--- src/rtl/pipeline_pkg.sv ---
// Shared definitions for the 5-stage pipeline control blocks.
// Holds the controller state encoding, register-index width and the NOP word.
package pipeline_pkg;

  localparam int REG_W = 4;

  // Instruction word a flushed pipeline register loads.
  localparam logic [31:0] NOP_INSTR = 32'h0000_0000;

  typedef enum logic [1:0] {
    ST_RUN    = 2'd0,
    ST_DRAIN  = 2'd1,
    ST_HALTED = 2'd2
  } state_e;

  // Write-enable / flush controls for the PC and the four pipeline registers.
  typedef struct packed {
    logic pc_we;
    logic fd_en;
    logic fd_fl;
    logic de_en;
    logic de_fl;
    logic em_en;
    logic mw_en;
  } ctrl_t;

  localparam ctrl_t CTRL_IDLE   = '{pc_we: 1'b0, fd_en: 1'b0, fd_fl: 1'b0, de_en: 1'b0,
                                    de_fl: 1'b0, em_en: 1'b0, mw_en: 1'b0};
  localparam ctrl_t CTRL_ADVANCE = '{pc_we: 1'b1, fd_en: 1'b1, fd_fl: 1'b0, de_en: 1'b1,
                                     de_fl: 1'b0, em_en: 1'b1, mw_en: 1'b1};

endpackage

--- src/rtl/hazard_detect.sv ---
// Load-use hazard detector: the D instruction reads a register that the load in X
// has not yet produced. Register 0 is hardwired and never hazards.
module hazard_detect
  import pipeline_pkg::*;
(
  input  logic [REG_W-1:0] rs_d,
  input  logic [REG_W-1:0] rt_d,
  input  logic             uses_rs_d,
  input  logic             uses_rt_d,
  input  logic             mem_read_x,
  input  logic [REG_W-1:0] rd_x,
  output logic             load_use
);

  logic rs_match;
  logic rt_match;

  always_comb begin
    rs_match = uses_rs_d && (rs_d == rd_x);
    rt_match = uses_rt_d && (rt_d == rd_x);
    load_use = mem_read_x && (rd_x != '0) && (rs_match || rt_match);
  end

endmodule

--- src/rtl/pipeline_hazard_controller.sv ---
// Stall/flush sequencer for the F/D/X/M/W pipeline: load-use bubbles, branch
// squashes, memory wait states and HLT draining, plus a saturating stall counter.
module pipeline_hazard_controller
  import pipeline_pkg::*;
#(
  parameter int DRAIN_CYCLES = 3,
  parameter int CNT_W        = 16
) (
  input  logic             clk,
  input  logic             rst,
  input  logic [REG_W-1:0] rs_d,
  input  logic [REG_W-1:0] rt_d,
  input  logic             uses_rs_d,
  input  logic             uses_rt_d,
  input  logic             mem_read_x,
  input  logic [REG_W-1:0] rd_x,
  input  logic             branch_taken_d,
  input  logic             halt_d,
  input  logic             imem_stall,
  input  logic             dmem_stall,
  output logic             pc_write_en,
  output logic             fd_enable,
  output logic             fd_flush,
  output logic             de_enable,
  output logic             de_flush,
  output logic             em_enable,
  output logic             mw_enable,
  output logic             halted,
  output logic [CNT_W-1:0] stall_count
);

  localparam logic [1:0]       DRAIN_INIT = 2'(DRAIN_CYCLES);
  localparam logic [CNT_W-1:0] CNT_MAX    = {CNT_W{1'b1}};

  state_e           state_q, state_d;
  logic [1:0]       drain_q, drain_d;
  logic [CNT_W-1:0] stall_count_q, stall_count_d;
  logic             load_use;
  ctrl_t            ctrl;

  hazard_detect u_hazard_detect (
    .rs_d       (rs_d),
    .rt_d       (rt_d),
    .uses_rs_d  (uses_rs_d),
    .uses_rt_d  (uses_rt_d),
    .mem_read_x (mem_read_x),
    .rd_x       (rd_x),
    .load_use   (load_use)
  );

  // State register
  always_ff @(posedge clk) begin
    if (!rst) begin
      state_q       <= ST_RUN;
      drain_q       <= 2'd0;
      stall_count_q <= '0;
    end else begin
      state_q       <= state_d;
      drain_q       <= drain_d;
      stall_count_q <= stall_count_d;
    end
  end

  // Next-state logic
  always_comb begin
    state_d = state_q;
    drain_d = drain_q;
    unique case (state_q)
      ST_RUN: begin
        // HLT is only accepted when nothing of higher priority claims the cycle.
        if (!dmem_stall && !load_use && !branch_taken_d && halt_d) begin
          state_d = ST_DRAIN;
          drain_d = DRAIN_INIT;
        end
      end
      ST_DRAIN: begin
        if (!dmem_stall) begin
          drain_d = drain_q - 2'd1;
          if (drain_q == 2'd1) state_d = ST_HALTED;
        end
      end
      ST_HALTED: state_d = ST_HALTED;
      default:   state_d = ST_RUN;
    endcase
  end

  // Output logic
  always_comb begin
    ctrl = CTRL_ADVANCE;
    unique case (state_q)
      ST_RUN: begin
        if (dmem_stall) begin
          ctrl = CTRL_IDLE;
        end else if (load_use) begin
          ctrl.pc_we = 1'b0;
          ctrl.fd_en = 1'b0;
          ctrl.de_fl = 1'b1;
        end else if (branch_taken_d) begin
          ctrl.fd_fl = 1'b1;
        end else if (halt_d || imem_stall) begin
          ctrl.pc_we = 1'b0;
          ctrl.fd_fl = 1'b1;
        end
      end
      ST_DRAIN: begin
        if (dmem_stall) begin
          ctrl = CTRL_IDLE;
        end else begin
          ctrl.pc_we = 1'b0;
          ctrl.fd_fl = 1'b1;
          ctrl.de_fl = 1'b1;
        end
      end
      default: ctrl = CTRL_IDLE;
    endcase
    if (!rst) ctrl = CTRL_IDLE;
  end

  always_comb begin
    stall_count_d = stall_count_q;
    if (state_q == ST_RUN && !ctrl.pc_we && stall_count_q != CNT_MAX)
      stall_count_d = stall_count_q + 1'b1;
  end

  assign pc_write_en = ctrl.pc_we;
  assign fd_enable   = ctrl.fd_en;
  assign fd_flush    = ctrl.fd_fl;
  assign de_enable   = ctrl.de_en;
  assign de_flush    = ctrl.de_fl;
  assign em_enable   = ctrl.em_en;
  assign mw_enable   = ctrl.mw_en;
  assign halted      = rst && (state_q == ST_HALTED);
  assign stall_count = stall_count_q;

endmodule

--- config.mk ---
export PLATFORM = sky130hd
export DESIGN_NAME = pipeline_hazard_controller
export DESIGN_NICKNAME = d
export VERILOG_FILES = /design/src/rtl/pipeline_pkg.sv /design/src/rtl/hazard_detect.sv /design/src/rtl/pipeline_hazard_controller.sv
export SDC_FILE = /design/constraint.sdc
export NUM_CORES = 1
export LEC_CHECK = 0
export CORE_MARGIN = 2
export CORE_UTILIZATION = 49
export CTS_BUF_LIST = sky130_fd_sc_hd__clkbuf_4 sky130_fd_sc_hd__clkbuf_8
export DETAILED_ROUTE_END_ITERATION = 8
export HOLD_SLACK_MARGIN = 0.02
export PLACE_DENSITY = 0.95
export SLEW_MARGIN = 30
export SYNTH_ARGS = -nofsm -noshare
export SYNTH_HDL_FRONTEND = slang
export SYNTH_HIERARCHICAL = 1
export SYNTH_SLANG_ARGS = --single-unit
--- constraint.sdc ---
create_clock -name clk -period 3.8 [get_ports clk]
set_clock_uncertainty 0.05 [all_clocks]
set_input_delay 0.76 -clock clk [delete_from_list [all_inputs] [get_ports clk]]
set_output_delay 0.76 -clock clk [all_outputs]
set_load 0.02 [all_outputs]
### Word-level counts from Yosys, hierarchy flattened

Cells that the tools add are included.

* bits in registers: 20
* output and inout port bits: 24

* muxes and demuxes: 21
* equal/unequal tests: 9
* $add $sub $neg: 2
* reduce and logical (&&, ||, !) cells: 21

Operators with widths (number)
* adder 16 x 1 -> 16 bit, second input constant: 1
* inequality test 16 bit, second input constant: 1
* one-hot mux 7 bit (2 select lines): 1
* 2-to-1 mux 2 bit: 6
* logical AND 1 bit: 10
* 2-to-1 mux 1 bit: 10
* == test 4 bit: 2
* 2-to-1 mux 7 bit: 1
* inequality test 2 bit, second input constant: 3
* one-hot mux 2 bit (3 select lines): 1
* AND reduction 3 bit: 2
* == test 2 x 1 -> 1 bit, second input constant: 2
* zero test 1 bit: 4
* one-hot mux 2 bit (2 select lines): 1
* nonzero test 4 bit: 1
* 2-to-1 mux 3 bit: 1
* == test 2 bit, second input constant: 1
* zero test 2 bit: 1
* logical OR 1 bit: 2
* nonzero test 2 bit: 1
* subtractor 2 x 1 -> 2 bit, second input constant: 1

### Logic depth before layout (Yosys ltp)

Gate-level depths: netlist of the first run.

* depth after elaboration: 11
* depth in mapped cells: 9

### Cells and area by module

Netlist of the first run, hierarchy kept.

Modules (own cells, without submodules)
* pipeline_hazard_controller: area each 1146.1 sq um, cells an instance 136, instances 1
* hazard_detect: area each 103.8 sq um, cells an instance 14, instances 1

### Worst setup path before layout of the first run

OpenSTA, ideal clock, no wires.

* path kind: input -> output
* start: input port rd_x[1]
* end: output port fd_flush
* stages on the path: 5
* arrival time: 1.898 ns
* setup slack: 1.092 ns
* cells stage by stage: o41ai_1 a21oi_1 nor2_1 nand2_1 o21ai_0

* word-level cells in the longest chain between the ends: 8
* elaborated cells between the ends (all ways): 12
* classes of those cells: eq/ne: 2; mux: 4; reduce/logical: 6

Ends and longest elaborated chain
* start: declaration: line pipeline_hazard_controller.sv:16 `input logic [REG_W-1:0] rd_x,`
* == test 4 bit (on tied branches): line hazard_detect.sv:19, hazard_detect.sv:20
* logical AND 1 bit (on tied branches): line hazard_detect.sv:19, hazard_detect.sv:20
* logical OR 1 bit: line hazard_detect.sv:21 `load_use = mem_read_x && (rd_x != '0) && (rs_match || rt_match);`
* logical AND 1 bit *: line hazard_detect.sv:21
* net load_use: line pipeline_hazard_controller.sv:38 `logic load_use;`
* 2-to-1 mux 1 bit *: line pipeline_hazard_controller.sv:94 `end else if (load_use) begin`
* 2-to-1 mux 3 bit *: line pipeline_hazard_controller.sv:92 `if (dmem_stall) begin`
* one-hot mux 7 bit (2 select lines) *: line pipeline_hazard_controller.sv:90 `unique case (state_q)`
* 2-to-1 mux 7 bit *: line pipeline_hazard_controller.sv:116 `if (!rst) ctrl = CTRL_IDLE;`
* end: declaration: line pipeline_hazard_controller.sv:23 `output logic fd_flush,`

The timed path passes the listed nets; every way through them passes the cells marked *.

### Worst setup path after layout of the first run

* start: input port rd_x[3]
* end: output port de_flush

* word-level cells in the longest chain between the ends: 8
* elaborated cells between the ends (all ways): 12
* classes of those cells: eq/ne: 2; mux: 4; reduce/logical: 6

Ends and longest elaborated chain
* == test 4 bit (on tied branches): line hazard_detect.sv:19, hazard_detect.sv:20
* logical AND 1 bit (on tied branches): line hazard_detect.sv:19, hazard_detect.sv:20
* logical OR 1 bit: line hazard_detect.sv:21
* logical AND 1 bit *: line hazard_detect.sv:21
* net load_use: line pipeline_hazard_controller.sv:38
* 2-to-1 mux 1 bit *: line pipeline_hazard_controller.sv:94
* 2-to-1 mux 1 bit *: line pipeline_hazard_controller.sv:92
* one-hot mux 7 bit (2 select lines) *: line pipeline_hazard_controller.sv:90
* 2-to-1 mux 7 bit *: line pipeline_hazard_controller.sv:116
* end: declaration: line pipeline_hazard_controller.sv:25 `output logic de_flush,`

Marked as above.

==> results.sh, run 1 <==
export IMPL_portBuffers=44
export IMPL_synth_cells_most_frequent="nor2_1, dfxtp_1, xnor2_1, nand3_1"
export IMPL_track_usage=0.2497
export IMPL_pre_cts_ws_ps=54.30
export IMPL_syn2layout_area_growth_pct=39.54
export IMPL_core_area_mm2=0.002455
export IMPL_yosysMostFrequentCell="nor2_1"
export IMPL_cp_arrival_ps=2840
export IMPL_leakagePower_nw=0.6858
export IMPL_final_hold_viol_count=0
export IMPL_setup_viol=0
export IMPL_clk_latency_ps=300
export IMPL_fp_dieW_um=54.51
export IMPL_end_kind="primary output"
export IMPL_relSlewSlack=0.3847
export IMPL_setup_worst_path_start_class="primary input"
export IMPL_grt_antenna_before_repair=0
export IMPL_fin_crit_sh=0.9612
export IMPL_synth_edf_count=0
export IMPL_worstPathMaxFanout=4
export IMPL_start_util=0.5092
export IMPL_period_needed_ps=3653
export IMPL_yosysTopAreaCell="dfxtp_1"
export IMPL_fmax_mhz=273.8
export IMPL_yosys_mux_area_fraction=0.03203
export IMPL_hold_start="stall_count[11]$_SDFFE_PN0P_"
export IMPL_dpl_hpwl_um=2425
export IMPL_synth_area_leaders="dfxtp_1, xnor2_1, nor2_1"
export IMPL_ys_types=36
export IMPL_drive_gt1_frac=0.07330
export IMPL_routed_via_density=5.520
export IMPL_clk_pin_slew_ps=110
export IMPL_synth_seq_area_share=0.3203
export IMPL_first_pass_iters=4
export IMPL_first_iter_violations=20
export IMPL_nets=219
export IMPL_via_count=1220
export IMPL_rsz0062_at_grt="no"
export IMPL_maxCapViolCount=0
export IMPL_gp_congestion=0.9140
export IMPL_ff2ff_setup_slack_ps=1620
export IMPL_root_buffer="clkbuf_4"
export IMPL_synth_nets=176
export IMPL_fp_dieH_um=54.51
export IMPL_synth_seq_cells=20
export IMPL_wl_per_cell_um=14.08
export IMPL_setup_ws_ps=147.5
export IMPL_async_flop_share=0
export IMPL_r2r_start="stall_count[0]$_SDFFE_PN0P_"
export IMPL_grt_overflow=0
export IMPL_cellPowerDensity_mw_per_mm2=389.0
export IMPL_cts_made_buffers=3
export IMPL_ctsHoldBuffers=0
export IMPL_wl_um=3112
export IMPL_synth_top_family_by_area="simple AND/OR/NAND/NOR gates"
export IMPL_status="finished clean"
export IMPL_drtAntennaViolNets=0
export IMPL_htree_levels=1
export IMPL_yosysTopAreaCellShare=0.3203
export IMPL_postSynthAreaPerCell_um2=8.333
export IMPL_ios=45
export IMPL_hold_path_class="register to register"
export IMPL_tightest_slew_ps=917.5
export IMPL_ff2ff_path_depth=6
export IMPL_finalSetupTns_ps=0
export IMPL_grt_pass1_vias=1214
export IMPL_cts_path_max_buffers=2
export IMPL_synth_simple_area_share=0.3143
export IMPL_r2r_end="stall_count[13]$_SDFFE_PN0P_"
export IMPL_drcViolationCount=0
export IMPL_cts_tree="built"
export IMPL_grt_pass1_wl_um=5382
export IMPL_ys_flop_type="dfxtp_1"
export IMPL_holdPathStages=2
export IMPL_synth_compound_area_frac=0.1011
export IMPL_min_delay_worst_endpoint="stall_count[11]$_SDFFE_PN0P_"
export IMPL_syn_area_mm2=0.001250
export IMPL_cts_sinks=20
export IMPL_num_antenna_cells=0
export IMPL_die_area_mm2=0.002971
export IMPL_required_ps=2990
export IMPL_synth_adder_area_share=0.05005
export IMPL_slew_violations=0
export IMPL_yosys_area_share_xor_xnor=0.1261
export IMPL_grt_max_degree=15
export IMPL_peakVddDrop_uv=455.9
export IMPL_yosysWarnings=6
export IMPL_synthesis_instances=150
export IMPL_fin_util=0.7105
export IMPL_rows=18
export IMPL_criticalPathCategory="primary input to primary output"
==> cell usage in the layout, fill, tap and decap left out, types with 2 or more instances in the layout <==
| cell | netlist | final |
|---|---|---|
| clkdlybuf4s50_1 | 0 | 43 |
| nor2_1 | 22 | 22 |
| dfxtp_1 | 20 | 20 |
| xnor2_1 | 12 | 12 |
| nand3_1 | 10 | 10 |
| inv_1 | 8 | 8 |
| nand2_1 | 8 | 8 |
| nor3_1 | 8 | 7 |
| xor2_1 | 6 | 6 |
| and3_1 | 5 | 5 |
| ha_1 | 5 | 5 |
| mux2i_1 | 4 | 4 |
| o21ai_0 | 3 | 3 |
| a21oi_1 | 4 | 3 |
| nor3b_1 | 3 | 3 |
| nor4_1 | 3 | 3 |
| clkbuf_4 | 0 | 3 |
| nand2b_1 | 2 | 2 |
| nand4_2 | 2 | 2 |
| nand4_1 | 2 | 2 |
| a21boi_0 | 2 | 2 |
==> routing by layer <==
| layer | track usage | wire, um | part of all wire |
|---|---|---|---|
| met1 | 0.2843 | 1295 | 0.42 |
| met2 | 0.4438 | 1588 | 0.51 |
| met3 | 0.06284 | 97 | 0.031 |
| met4 | 0.09583 | 131 | 0.042 |
| met5 | 0 | 0 | 0 |
==> worst max-delay path: stages <==
cell and delay (ps):
clkdlybuf4s50_1 490, xor2_1 190, nor3_2 210, nand3_1 150
a21oi_4 220, a21oi_1 90, nor2_1 110, clkdlybuf4s50_1 610
==> cell families (layout without fill, tap and decap cells) <==
family	count (synthesis)	after routing
AO/OA/AOI/OAI	17	17
XOR/XNOR	18	18
adder cells (fa/ha/maj)	5	5
flip-flops	20	20
multiplexers	4	4
AND/OR/NAND/NOR	71	71
buffers and inverters	15	56
==> area by class of cell <==
cell class	instances	area [um^2]
inverter	8	30.03
tap	30	37.54
multi-input combinational	115	803.3
fill	170	710.7
clock buffer	3	22.52
timing repair buffer	45	450.4
sequential	20	400.4
==> state kept, by name, indices dropped and copies added (netlist names) <==
| name | flops |
|---|---|
| stall_count | 16 |
| drain_q | 2 |
| state_q | 2 |
==> timing repair <==
item                       in CTS  in global routing
buffers inserted                0                  0
gates resized for setup         0                  5
setup endpoints to repair       0                  4
==> metrics by stage <==
| step | instance area (um^2) | hold WS [ps] | std cells | power, mW |
|---|---|---|---|---|
| after floorplan | 1250 | 426.2 | 150 | 0.4678 |
| after detailed placement | 1695 | 442.1 | 218 | 0.5774 |
| after global placement | 1695 | 430.2 | 218 | 0.5625 |
| final | 1744 | 474.2 | 221 | 0.6785 |
| after CTS | 1718 | 472.8 | 221 | 0.6783 |
| after global routing | 1744 | 504.7 | 221 | 0.7276 |
==> worst max path at each step <==
stage,slack [ps],from,to,depth (start not counted)
CTS,50,rd_x[2],de_flush,8
global route,30,rd_x[2],de_flush,8
detailed placement,50,rd_x[2],de_flush,8
finish,150,rd_x[3],de_flush,8
floorplan,1090,rd_x[1],fd_flush,5
global placement,210,rd_x[1],fd_flush,9
==> where the power goes <==
group,switching (mW),internal (mW),leakage (nW)
Clock,0.0638,0.0370,0.0138
Combinational,0.173,0.143,0.510
Sequential,0.0278,0.234,0.162
Total,0.265,0.414,0.686
(Power assumes the default switching activity.)
==> run 2: changes to the inputs <==
--- a/config.mk
+++ b/config.mk
@@ -9,6 +9,7 @@
 export CORE_UTILIZATION = 49
 export CTS_BUF_LIST = sky130_fd_sc_hd__clkbuf_4 sky130_fd_sc_hd__clkbuf_8
 export DETAILED_ROUTE_END_ITERATION = 8
+export GPL_TIMING_DRIVEN = 1
 export HOLD_SLACK_MARGIN = 0.02
 export PLACE_DENSITY = 0.95
 export SLEW_MARGIN = 30
==> results of run 2 <==
No change in the layout: final DEF, timing and power equal those of run 1.
==> run 3: changes to the inputs <==
--- a/config.mk
+++ b/config.mk
@@ -10,7 +10,7 @@
 export CTS_BUF_LIST = sky130_fd_sc_hd__clkbuf_4 sky130_fd_sc_hd__clkbuf_8
 export DETAILED_ROUTE_END_ITERATION = 8
 export GPL_TIMING_DRIVEN = 1
-export HOLD_SLACK_MARGIN = 0.02
+export HOLD_SLACK_MARGIN = 0.15
 export PLACE_DENSITY = 0.95
 export SLEW_MARGIN = 30
 export SYNTH_ARGS = -nofsm -noshare
==> results of run 3 <==
No change in the layout: final DEF, timing and power equal those of run 1.
